--- config.mk ---
export PLATFORM = sky130hd
export DESIGN_NAME = noise_filter_ctrl
export DESIGN_NICKNAME = d
export VERILOG_FILES = /design/src/rtl/noise_filter_ctrl.sv
export SDC_FILE = /design/constraint.sdc
export NUM_CORES = 1
export LEC_CHECK = 0
export ABC_CLOCK_PERIOD_IN_PS = 1700
export CAP_MARGIN = 20
export CORE_ASPECT_RATIO = 1.1
export CORE_MARGIN = 3
export CORE_UTILIZATION = 45
export DETAILED_ROUTE_END_ITERATION = 6
export GPL_TIMING_DRIVEN = 1
export MAX_ROUTING_LAYER = met4
export PLACE_DENSITY = 0.78
export SLEW_MARGIN = 20
export SYNTH_ARGS = -nofsm -noshare
export SYNTH_HDL_FRONTEND = slang
export SYNTH_SLANG_ARGS = --single-unit
--- constraint.sdc ---
create_clock -name clock -period 1.7 [get_ports clock]
set_clock_uncertainty 0.1 [all_clocks]
set_input_delay 0.17 -clock clock [delete_from_list [all_inputs] [get_ports clock]]
set_output_delay 0.17 -clock clock [all_outputs]
set_load 0.05 [all_outputs]
--- src/rtl/noise_filter_ctrl.sv ---
// rtl/noise_filter_ctrl.sv - sequences one moving-average noise filter for a single sample stream
module noise_filter_ctrl #(
    parameter int DATA_WIDTH = 24,
    parameter int N          = 3,
    parameter int TIMEOUT    = 15
) (
    input  logic                  clock,
    input  logic                  reset,
    input  logic                  in_valid,
    output logic                  in_ready,
    input  logic [DATA_WIDTH-1:0] in_data,
    input  logic                  bypass,
    output logic                  flt_write,
    output logic [DATA_WIDTH-1:0] flt_data,
    input  logic                  flt_done,
    input  logic [DATA_WIDTH-1:0] flt_sum,
    output logic                  out_valid,
    input  logic                  out_ready,
    output logic [DATA_WIDTH-1:0] out_data,
    output logic                  warm,
    output logic                  err
);
    localparam int                WAIT_W    = $clog2(TIMEOUT);
    localparam logic [N:0]        WARM_FULL = {1'b1, {N{1'b0}}};
    localparam logic [WAIT_W-1:0] WAIT_LAST = WAIT_W'(TIMEOUT - 1);

    typedef enum logic [1:0] {
        ST_IDLE,
        ST_ISSUE,
        ST_WAIT,
        ST_OUT
    } state_t;

    state_t                  state;
    logic                    hold_full;
    logic [DATA_WIDTH-1:0]   hold_data;
    logic [DATA_WIDTH-1:0]   work_data;
    logic [N:0]              warm_cnt;
    logic [WAIT_W-1:0]       wait_cnt;

    assign in_ready = !reset && !hold_full;
    assign warm     = (warm_cnt == WARM_FULL);

    always_ff @(posedge clock) begin
        if (reset) begin
            state     <= ST_IDLE;
            hold_full <= 1'b0;
            hold_data <= '0;
            work_data <= '0;
            warm_cnt  <= '0;
            wait_cnt  <= '0;
            flt_write <= 1'b0;
            flt_data  <= '0;
            out_valid <= 1'b0;
            out_data  <= '0;
            err       <= 1'b0;
        end else begin
            flt_write <= 1'b0;
            err       <= 1'b0;

            // The holding register fills in any state so one sample queues behind the one in flight.
            if (in_valid && !hold_full) begin
                hold_full <= 1'b1;
                hold_data <= in_data;
            end

            case (state)
                ST_IDLE: begin
                    if (hold_full) begin
                        hold_full <= 1'b0;
                        work_data <= hold_data;
                        if (bypass) begin
                            out_data  <= hold_data;
                            out_valid <= 1'b1;
                            state     <= ST_OUT;
                        end else begin
                            flt_data  <= hold_data;
                            flt_write <= 1'b1;
                            state     <= ST_ISSUE;
                        end
                    end
                end
                ST_ISSUE: begin
                    wait_cnt <= '0;
                    state    <= ST_WAIT;
                end
                ST_WAIT: begin
                    if (flt_done) begin
                        // Until the window is full the filter sum is not meaningful; pass raw.
                        out_data  <= warm ? flt_sum : work_data;
                        out_valid <= 1'b1;
                        if (!warm) begin
                            warm_cnt <= warm_cnt + 1'b1;
                        end
                        state <= ST_OUT;
                    end else if (wait_cnt == WAIT_LAST) begin
                        err       <= 1'b1;
                        warm_cnt  <= '0;
                        hold_full <= 1'b0;
                        state     <= ST_IDLE;
                    end else begin
                        wait_cnt <= wait_cnt + 1'b1;
                    end
                end
                ST_OUT: begin
                    if (out_ready) begin
                        out_valid <= 1'b0;
                        state     <= ST_IDLE;
                    end
                end
                default: state <= ST_IDLE;
            endcase
        end
    end
endmodule
==> metrics.md, run 1 <==
| Metric | Value |
|---|---|
| Finished Core Util | 0.651 |
| Synth cell types | 39 |
| Area contributors post-synth | dfxtp_1 (46%), nand2_1 (15%), a21oi_1 (7.9%) |
| Clock Path Buffers | 2 |
| Syn nets | between 600 and 700 |
| Final #Nets | 762 |
| Grt total ovfl | 0 |
| Cts bufs inserted | 9 |
| Pwr Total | 6.40 mW |
| FP Rows | 38 |
| Fraction of layout cells with a size suffix above 1 | 0.252 |
| Syn Std Cell Area | 4790 sq um |
| Non-Filler Instances | 849 |
| Critical Path AT | roughly 2000 ps |
| GRT Resource Usage Total | 0.232 |
| Chip width | 104 um |
| First-pass GRT wire length | 22000 um |
| RSZ-0062 raised after global routing | true |
| CP Capture Type | flop |
| Layout area overhead | 37.8% |
| CTS sink count | 110 |
| Initial antenna violation count | 0 |
| Post-DR wirelength/cell | roughly 16 um |
| Placed cell count | 821 |
| Largest area contributor in the netlist | dfxtp_1 |
| DR vias/cell | 5.40 |
| Critical setup path kind | reg -> reg |
| I/O Buffers | 106 |
| Async SR Flop Fraction | 0 |
| Synth warn | 0 |
| Die ar. | 11900 sq um |
| Number of synthesized flops with an enable pin | 0 |
| Static Leakage | 2.42 nW |
| Most frequent cell after synthesis | nand2_1 |
| Ports | 107 |
| Max cap viols | 0 |
| Yosys reg bits | 110 |
| PD cells | slightly below 1000 nW/um^2 |
| Reg clk slew, reported paths | 120 ps |
| Hpwl dp | 9030 um |
| Core Region | between 10000 and 15000 sq um |
| Worst vdd ir | 0.606 mV |
| TritonRoute pass-1 iters | 5 |
| Via count | 4585 |
| Worst Path Max Fanout | 5 |
| Slew Limit Fails | 0 |
| Failing checks | setup timing |
| Pin count of the biggest net entering global routing | 60 |
| Hold Violations, Final | 0 |
| Clock root cell | clkbuf_8 |
| Antenna diodes | 0 |
| H-Tree Level Count | 3 |
| Worst-path cell chain | inv_2 -> ha_4 -> and3b_2 -> buf_8 -> buf_16 -> mux2_4 -> a221oi_2 |
| DRT iter0 DRCs | 308 |
| Fmax | between 500 and 600 MHz |
| Min Tclk post-route | 1840 ps |
| Post-route setup slack | -139 ps |
| Worst skew pair latency | around 380 ps |
| DRT antenna net count | 0 |
| Final Wtd Congestion | 0.883 |
| Worst rel slew slack | 0.721 |
| WP data required | between 1500 and 2000 ps |
| Initial Util | 0.473 |
| CP Launch Type | flop |
| Critical Path Slowest Stage Cell | dfxtp_2 |
| Min-delay worst type | in -> reg |
| Commonest cells post-synth | nand2_1 (193), dfxtp_1 (110), a21oi_1 (76), inv_1 (31), clkbuf_1 (30) |
| CTS tree | done |
| Actual slew at the worst max-slew pin | 414 ps |
| Max stage delay on crit path | about 360 ps |
| # DRC | 0 |
| Share of the synthesized area in the top cell type | 0.460 |
| Vias in the first global route | 4505 |
| # setup viols final | 24 |
| Status | finished, violations left |
| Die span in y | 114 um |
| Sequential fraction of the synthesis area | 0.460 |
| Synthesized instance count | 594 |
| Fin crit share | 1.08 |
| Final wirelength | 13700 um |
| Mapped Avg Cell Area | approximately 8.1 sq um |
| Main flop type after synthesis | dfxtp_1 |
final cells by class:
type | instances | area [sq um]
inverter | 31 | 116
timing repair buffer | 151 | 1420
fill | 793 | 3530
tap | 140 | 175
sequential | 110 | 2210
clock buffer | 10 | 128
clock inverter | 6 | 62.6
multi-input combinational | 401 | 2490
metrics by stage:
stage	TNS, ps	instance area [sq um]	hold WS (ps)	worst slack, ps
2_1_floorplan	0	4800	206	3.46
3_3_place_gp	-4810	5940	344	-142
3_5_place_dp	-6250	5940	347	-168
4_1_cts	-1310	6450	65.6	-99.7
5_1_grt	-2920	6600	75.9	-164
6_report	-1750	6600	76.4	-139
path summary, 6_finish.rpt:
check | from | to | slack, ps | depth (start not counted)
worst min register to register | work_data[2]$_SDFFE_PP0N_ | work_data[2]$_SDFFE_PP0N_ | 360 | 2
worst max register to register | warm_cnt[1]$_SDFFE_PP0P_ | out_data[2]$_SDFFE_PP0P_ | -140 | 7
worst max-delay path | warm_cnt[1]$_SDFFE_PP0P_ | out_data[2]$_SDFFE_PP0P_ | -140 | 7
worst min-delay path | reset | out_data[21]$_SDFFE_PP0P_ | 80 | 2
where the power goes:
group | switching, mW | leakage, nW | internal, mW
sequential | 0.175 | 0.897 | 2.78
clock | 0.978 | 0.0965 | 0.577
combinational | 1.18 | 1.43 | 0.712
total | 2.33 | 2.42 | 4.07
kinds of logic (layout without fill, tap and decap cells):
logic type | after synthesis | in the layout | synth area share
simple gates | 229 | 229 | 0.203
compound gates | 142 | 142 | 0.187
fa+ha+maj | 4 | 4 | 0.0105
flops | 110 | 110 | 0.460
buf+inv | 83 | 198 | 0.0786
mux | 26 | 26 | 0.0606
what timing repair did:
action / CTS / global route
endpoints found under the setup margin: 26 / 53
cloned: 1 / 2
setup buffers: 7 / 2
gates resized for setup: 49 / 22
hold buffers: 0 / 0
pin swaps: 5 / 21
metal layers:
layer / vias to the layer above / global-route usage / routed length, um / part of all wire
met3: 24 / 0.0305 / 786 / 0.057
met5: - / - / 0 / 0
li1: 2221 / - / - / -
met2: 166 / 0.390 / 6780 / 0.49
met4: 0 / 0.0807 / 354 / 0.026
met1: 2174 / 0.290 / 5790 / 0.42
flip-flops by register name, indices dropped and copies added, names as in the netlist:
signal / cells
state: 2
flt_data: 24
out_valid: 1
work_data: 24
out_data: 24
err: 1
hold_data: 24
warm_cnt: 4
flt_write: 1
hold_full: 1
wait_cnt: 4
worst max-delay path, delay by kind of cell (launching register included):
kind	cells	cell delay, ps
adder cells (fa/ha/maj)	1	150
flip-flops	1	360
buffers and inverters	3	330
AND/OR/NAND/NOR	1	230
multiplexers	1	300
AO/OA/AOI/OAI	1	260
placed cells by master, fill, tap and decap left out, types with 3 or more instances in the layout:
cell and instances:
buf_8 3, nand3_1 3, a221oi_2 24, inv_6 3, dfxtp_2 4, a211oi_1 4, or3_1 5, inv_1 29
buf_4 82, clkdlybuf4s50_1 52, nand2b_1 5, dfxtp_1 105, nor2_1 7, ha_1 3, nand2_1 193, a21oi_1 76
mux2_4 22, o31ai_1 26, o21ai_0 3, nor3_1 3, buf_12 4, buf_6 7, clkbuf_8 9
Power figures use the tool's default switching activity.
==> inputs of run 2 (changes only) <==
--- a/config.mk
+++ b/config.mk
@@ -12,7 +12,6 @@
 export CORE_UTILIZATION = 45
 export DETAILED_ROUTE_END_ITERATION = 6
 export GPL_TIMING_DRIVEN = 1
-export MAX_ROUTING_LAYER = met4
 export PLACE_DENSITY = 0.78
 export SLEW_MARGIN = 20
 export SYNTH_ARGS = -nofsm -noshare
==> run 2 against run 1 <==
- the run still ends with setup timing left
- sequential share of layout area about the same
- critical path type unchanged
- first-iteration DRC count increased by 3.9%
- critical endpoint unchanged
- register-to-register slack about the same
- global-route usage decreased by 0.72 points
==> metrics.md, run 2 (synthesized netlist as in run 1, its figures left out) <==
| Metric | Value |
|---|---|
| Status | finished, violations left (unchanged) |
| Failing checks | setup timing (unchanged) |
| DRT iter0 DRCs | 320 (was 308) |
| Most common cell after layout, fill and taps aside | nand2_1 (unchanged) |
| Worst Reg-to-Reg Cells | 7 (unchanged) |
| PD cells | 969 nW/um^2 (was 970 nW/um^2) |
| Reg2Reg Setup Slack | -130 ps (was -140 ps) |
| CTS sink count | 110 (unchanged) |
| Critical Path End | out_data[2]$_SDFFE_PP0P_ (unchanged) |
| CP Capture Type | flop (unchanged) |
| Critical setup path kind | reg -> reg (unchanged) |
| GR Layer Usage met2 | 0.391 (was 0.390) |
| Pin count of the biggest net entering global routing | 60 (unchanged) |
| Min Tclk post-route | 1830 ps (was 1840 ps) |
| Final instance area | 6590 sq um (was 6600 sq um) |
| WP data required | 1870 ps (was 1880 ps) |
| Reg clk slew, reported paths | 120 ps (about the same) |
| I/O Buffers | 106 (unchanged) |
| Core Region | 10100 sq um (unchanged) |
| Antenna diodes | 0 (unchanged) |
| Post-DR wirelength/cell | 16.2 um (about the same) |
| CTS tree | done (unchanged) |
| Critical Path AT | 2010 ps (was 2020 ps) |
| Initial antenna violation count | 0 (unchanged) |
| Layout area overhead | 37.7% (was 37.8%) |
| RR Startpoint | warm_cnt[1]$_SDFFE_PP0P_ (unchanged) |
| Worst vdd ir | 0.606 mV (about the same) |
| Die ar. | 11900 sq um (unchanged) |
| Hold Violations, Final | 0 (unchanged) |
| Static Leakage | 2.42 nW (about the same) |
| Worst Path Max Fanout | 5 (unchanged) |
| DRT antenna net count | 0 (unchanged) |
| Most used cells in the layout excluding fill and tap cells | nand2_1 (193), dfxtp_1 (105), buf_4 (82) (unchanged) |
| Ports | 107 (unchanged) |
| Vias in the first global route | 4509 (was 4505) |
| Max cap viols | 0 (unchanged) |
| First-pass GRT wire length | 22000 um (about the same) |
| Gr busiest metal | met2 (unchanged) |
| TritonRoute pass-1 iters | 5 (unchanged) |
| Final #Nets | 762 (unchanged) |
| Clock root cell | clkbuf_8 (unchanged) |
| CP startpoint | warm_cnt[1]$_SDFFE_PP0P_ (unchanged) |
| Hpwl dp | 9030 um (unchanged) |
| Actual slew at the worst max-slew pin | 414 ps (about the same) |
| GRT Resource Usage Total | 0.225 (was 0.232) |
| Clock Path Buffers | 2 (unchanged) |
| # DRC | 0 (unchanged) |
| Final Wtd Congestion | 0.869 (was 0.883) |
| FP Rows | 38 (unchanged) |
| H-Tree Level Count | 3 (unchanged) |
| Worst rel slew slack | 0.721 (about the same) |
| CP Launch Type | flop (unchanged) |
| Grt total ovfl | 0 (unchanged) |
| Post-route setup slack | -135 ps (was -139 ps) |
| Area of placed instances | 5940 sq um (unchanged) |
| Critical R2R Capture | out_data[2]$_SDFFE_PP0P_ (unchanged) |
| Slew Limit Fails | 0 (unchanged) |
| Worst skew pair latency | 370 ps (was 380 ps) |
| Fmax | 545 MHz (was 544 MHz) |
| Pwr Total | 6.39 mW (was 6.40 mW) |
| Die span in y | 114 um (unchanged) |
| Cts bufs inserted | 9 (unchanged) |
| Met1 usage | 0.286 (was 0.290) |
| Fraction of layout cells with a size suffix above 1 | 0.252 (unchanged) |
| RSZ-0062 raised after global routing | true (unchanged) |
| Min-delay worst type | in -> reg (unchanged) |
| M3 GR Usage | 0.0316 (was 0.0305) |
| Via count | 4562 (was 4585) |
| # setup viols final | 24 (unchanged) |
| Chip width | 104 um (unchanged) |
| Fin crit share | 1.08 (about the same) |
| DR vias/cell | 5.37 (was 5.40) |
| Initial Util | 0.473 (unchanged) |
| Final wirelength | 13700 um (about the same) |
run 2: worst max-delay path, cell delays in order (launching register included):
cell,delay (ps)
dfxtp_2,360
inv_2,40
ha_4,150
and3b_2,230
buf_8,150
buf_16,140
mux2_4,300
a221oi_2,260
run 2: worst min-delay path by stage:
stage	slack, ps	startpoint	to	cells past startpoint
finish	80	reset	out_data[21]$_SDFFE_PP0P_	2
global route	80	reset	out_valid$_SDFFE_PP0P_	2
CTS	70	reset	work_data[22]$_SDFFE_PP0N_	2
detailed placement	350	flt_data[5]$_SDFFE_PP0P_	flt_data[5]$_SDFFE_PP0P_	2
global placement	340	work_data[10]$_SDFFE_PP0N_	work_data[10]$_SDFFE_PP0N_	2
floorplan	210	in_data[10]	hold_data[10]$_SDFFE_PP0P_	2
run 2: layout make-up:
class / instances / area, sq um
clock buffer: 10 / 128
fill: 795 / 3530
tap: 140 / 175
inverter: 31 / 116
multi-input combinational: 401 / 2490
timing repair buffer: 151 / 1410
sequential: 110 / 2210
clock inverter: 6 / 62.6
run 2: layer usage:
metal  share of wire  vias up
met5               0        -
li1                -     2223
met3           0.048       23
met2            0.50      145
met1            0.43     2171
met4           0.026        0
run 2: report_power, final:
part / switching [mW] / internal, mW
Clock: 0.970 / 0.577
Combinational: 1.18 / 0.708
Sequential: 0.174 / 2.78
run 2: timing repair:
action | 4_1_cts | 5_1_grt
endpoints found under the setup margin | 26 | 53
pin swaps | 5 | 21
hold buffers | 0 | 0
gates resized for setup | 49 | 21
buffers inserted | 7 | 2
cloned | 1 | 2
run 2: metrics by stage:
step	setup slack, ps	setup TNS, ps	utilization	std cells	hold WS (ps)
after floorplan	3.46	0	-	594	206
after global placement	-142	-4810	0.586	821	344
after detailed placement	-168	-6250	0.586	821	347
after CTS	-99.7	-1310	0.637	845	65.6
after global routing	-161	-2920	0.651	849	77.8
final	-135	-1760	0.651	849	80.9
==> inputs of run 3 (changes only) <==
--- a/config.mk
+++ b/config.mk
@@ -8,11 +8,11 @@
 export ABC_CLOCK_PERIOD_IN_PS = 1700
 export CAP_MARGIN = 20
 export CORE_ASPECT_RATIO = 1.1
-export CORE_MARGIN = 3
+export CORE_MARGIN = 2
 export CORE_UTILIZATION = 45
 export DETAILED_ROUTE_END_ITERATION = 6
 export GPL_TIMING_DRIVEN = 1
-export PLACE_DENSITY = 0.78
+export PLACE_DENSITY_LB_ADDON = 0.1
 export SLEW_MARGIN = 20
 export SYNTH_ARGS = -nofsm -noshare
 export SYNTH_HDL_FRONTEND = slang
==> run 3 against run 2 <==
- the flow still finishes with violations (setup timing)
- clock-buffer cell count grew 2
- first-iteration DRC count shrank 33%
- via count shrank 3.4%
- combinational power is essentially flat
- critical path depth shrank 1
- critical endpoint is now warm
==> metrics.md, run 3 (synthesized netlist as in run 1, its figures left out) <==
| Metric | Value |
|---|---|
| Flop pwr share | 0.427 (was 0.462) |
| Chip width | 102 um (was 104 um) |
| Cts bufs inserted | 9 (unchanged) |
| Final Wtd Congestion | 0.831 (was 0.869) |
| Ports | 107 (unchanged) |
| Worst rel slew slack | 0.770 (was 0.721) |
| Clock root cell | clkbuf_16 (was clkbuf_8) |
| Final wirelength | 12800 um (was 13700 um) |
| Initial antenna violation count | 0 (unchanged) |
| Critical R2R Capture | out_data[10]$_SDFFE_PP0P_ (was out_data[2]$_SDFFE_PP0P_) |
| Static Leakage | 2.42 nW (about the same) |
| Initial Util | 0.461 (was 0.473) |
| Most common cell after layout, fill and taps aside | nand2_1 (unchanged) |
| Pin count of the biggest net entering global routing | 64 (was 60) |
| Fin crit share | 1.05 (was 1.08) |
| CTS tree | done (unchanged) |
| CTS sink count | 110 (unchanged) |
| Via count | 4406 (was 4562) |
| Reg2Reg Setup Slack | -80 ps (was -130 ps) |
| First-pass GRT wire length | 20500 um (was 22000 um) |
| Final #Nets | 760 (was 762) |
| DRT antenna net count | 0 (unchanged) |
| CP Capture Type | primary output (was flop) |
| Gr busiest metal | met2 (unchanged) |
| Hpwl dp | 8590 um (was 9030 um) |
| Switching part of the total | 0.323 (was 0.364) |
| Failing checks | setup timing (unchanged) |
| Met1 usage | 0.315 (was 0.286) |
| DR vias/cell | 5.19 (was 5.37) |
| CP Launch Type | flop (unchanged) |
| Status | finished, violations left (unchanged) |
| Die ar. | 11500 sq um (was 11900 sq um) |
| GR Layer Usage met2 | 0.346 (was 0.391) |
| Worst Reg-to-Reg Cells | 6 (was 7) |
| Fin Setup TNS | -495 ps (was -1760 ps) |
| Reg clk slew, reported paths | 70 ps (was 120 ps) |
| Hold Violations, Final | 0 (unchanged) |
| Comb pwr share | 0.272 (was 0.296) |
| Die span in y | 112 um (was 114 um) |
| Grt total ovfl | 0 (unchanged) |
| PD cells | 1050 nW/um^2 (was 969 nW/um^2) |
| Clock Power Share | 0.301 (was 0.242) |
| Fillers | 892 (was 795) |
| Layout area overhead | 37.9% (was 37.7%) |
| # DRC | 0 (unchanged) |
| Max cap viols | 0 (unchanged) |
| Fmax | 561 MHz (was 545 MHz) |
| Most used cells in the layout excluding fill and tap cells | nand2_1 (193), dfxtp_1 (107), buf_4 (86) (was nand2_1 (193), dfxtp_1 (105), buf_4 (82)) |
| Min-delay worst type | in -> reg (unchanged) |
| Antenna diodes | 0 (unchanged) |
| Finished Core Util | 0.635 (was 0.651) |
| RSZ-0062 raised after global routing | true (unchanged) |
| Actual slew at the worst max-slew pin | 343 ps (was 414 ps) |
| Worst hold stages | 2 (unchanged) |
| Critical setup path kind | reg -> out (was reg -> reg) |
| FP Rows | 39 (was 38) |
| Worst vdd ir | 0.504 mV (was 0.606 mV) |
| I/O Buffers | 106 (unchanged) |
| Core Region | 10400 sq um (was 10100 sq um) |
| Slew Limit Fails | 0 (unchanged) |
| Clock Path Buffers | 2 (unchanged) |
| Hold buffer count at cts | 0 (unchanged) |
| DRT iter0 DRCs | 213 (was 320) |
| WP data required | 1430 ps (was 1870 ps) |
| RR Startpoint | warm_cnt[0]$_SDFFE_PP0P_ (was warm_cnt[1]$_SDFFE_PP0P_) |
| GRT Resource Usage Total | 0.224 (was 0.225) |
| Critical Path AT | 1510 ps (was 2010 ps) |
| Hold Startpoint | reset (unchanged) |
| Vias in the first global route | 4159 (was 4509) |
| M3 GR Usage | 0.0305 (was 0.0316) |
| P_int | 4.68 mW (was 4.07 mW) |
| Switching power | 2.24 mW (was 2.32 mW) |
| Min Tclk post-route | 1780 ps (was 1830 ps) |
| TritonRoute pass-1 iters | 4 (was 5) |
| Fraction of layout cells with a size suffix above 1 | 0.245 (was 0.252) |
| Worst skew pair latency | 340 ps (was 370 ps) |
| Post-route setup slack | -81.2 ps (was -135 ps) |
| Worst Path Max Fanout | 5 (unchanged) |
| Hold Path End | flt_data[15]$_SDFFE_PP0P_ (was out_data[21]$_SDFFE_PP0P_) |
| H-Tree Level Count | 3 (unchanged) |
| Post-DR wirelength/cell | 15.1 um (was 16.2 um) |
| # setup viols final | 20 (was 24) |
-- run 3: area by class of cell --
cell class                 count  area [sq um]  share of cell area
multi-input combinational    401          2460               0.373
sequential                   110          2210               0.334
timing repair buffer         149          1340               0.203
clock buffer                  12           246              0.0373
tap                          143           179              0.0271
inverter                      31           116              0.0176
clock inverter                 3          45.0             0.00682
-- run 3: worst max path at each step --
stage	start	end	slack, ps
6_report	warm_cnt[0]$_SDFFE_PP0P_	warm	-80
5_1_grt	warm_cnt[0]$_SDFFE_PP0P_	out_data[10]$_SDFFE_PP0P_	-140
4_1_cts	warm_cnt[0]$_SDFFE_PP0P_	warm	-80
3_5_place_dp	flt_done	wait_cnt[3]$_SDFFE_PP0P_	-180
3_3_place_gp	flt_done	wait_cnt[3]$_SDFFE_PP0P_	-130
2_1_floorplan	warm_cnt[0]$_SDFFE_PP0P_	warm_cnt[0]$_SDFFE_PP0P_	3
-- run 3: per-layer routing --
| metal | vias to the layer above | part of all wire |
|---|---|---|
| li1 | 2219 | - |
| met1 | 2042 | 0.46 |
| met2 | 122 | 0.46 |
| met3 | 23 | 0.051 |
| met4 | 0 | 0.024 |
| met5 | - | 0 |
-- run 3: worst max-delay path: stages (launching register included) --
cell,delay (ps)
dfxtp_2,330
inv_2,50
ha_4,140
and3b_2,250
buf_6,150
buf_6,110
buf_12,130
-- run 3: timing repair --
item,in CTS,in global routing
setup endpoints to repair,26,53
pin swaps,1,7
gates cloned,1,0
buffers inserted,2,3
gates resized for setup,27,32
-- run 3: metrics by stage --
| stage | total power [mW] | instances | setup WS (ps) | hold WS (ps) | area, sq um |
|---|---|---|---|---|---|
| 2_1_floorplan | 4.09 | 594 | 3.46 | 206 | 4800 |
| 3_5_place_dp | 4.73 | 828 | -176 | 348 | 5990 |
| 3_3_place_gp | 4.71 | 828 | -129 | 343 | 5990 |
| 4_1_cts | 6.89 | 846 | -81.1 | 123 | 6450 |
| 5_1_grt | 7.22 | 849 | -144 | 138 | 6600 |
| 6_report | 6.91 | 849 | -81.2 | 134 | 6600 |
-- run 3: power by group through the flow --
stage	sequential, mW	combinational (mW)	clock, mW
floorplan	3.33	0.753	0
finish	2.95	1.88	2.08
CTS	2.94	1.83	2.11
global route	2.97	2.02	2.22
global placement	3.00	1.71	0
detailed placement	3.00	1.73	0
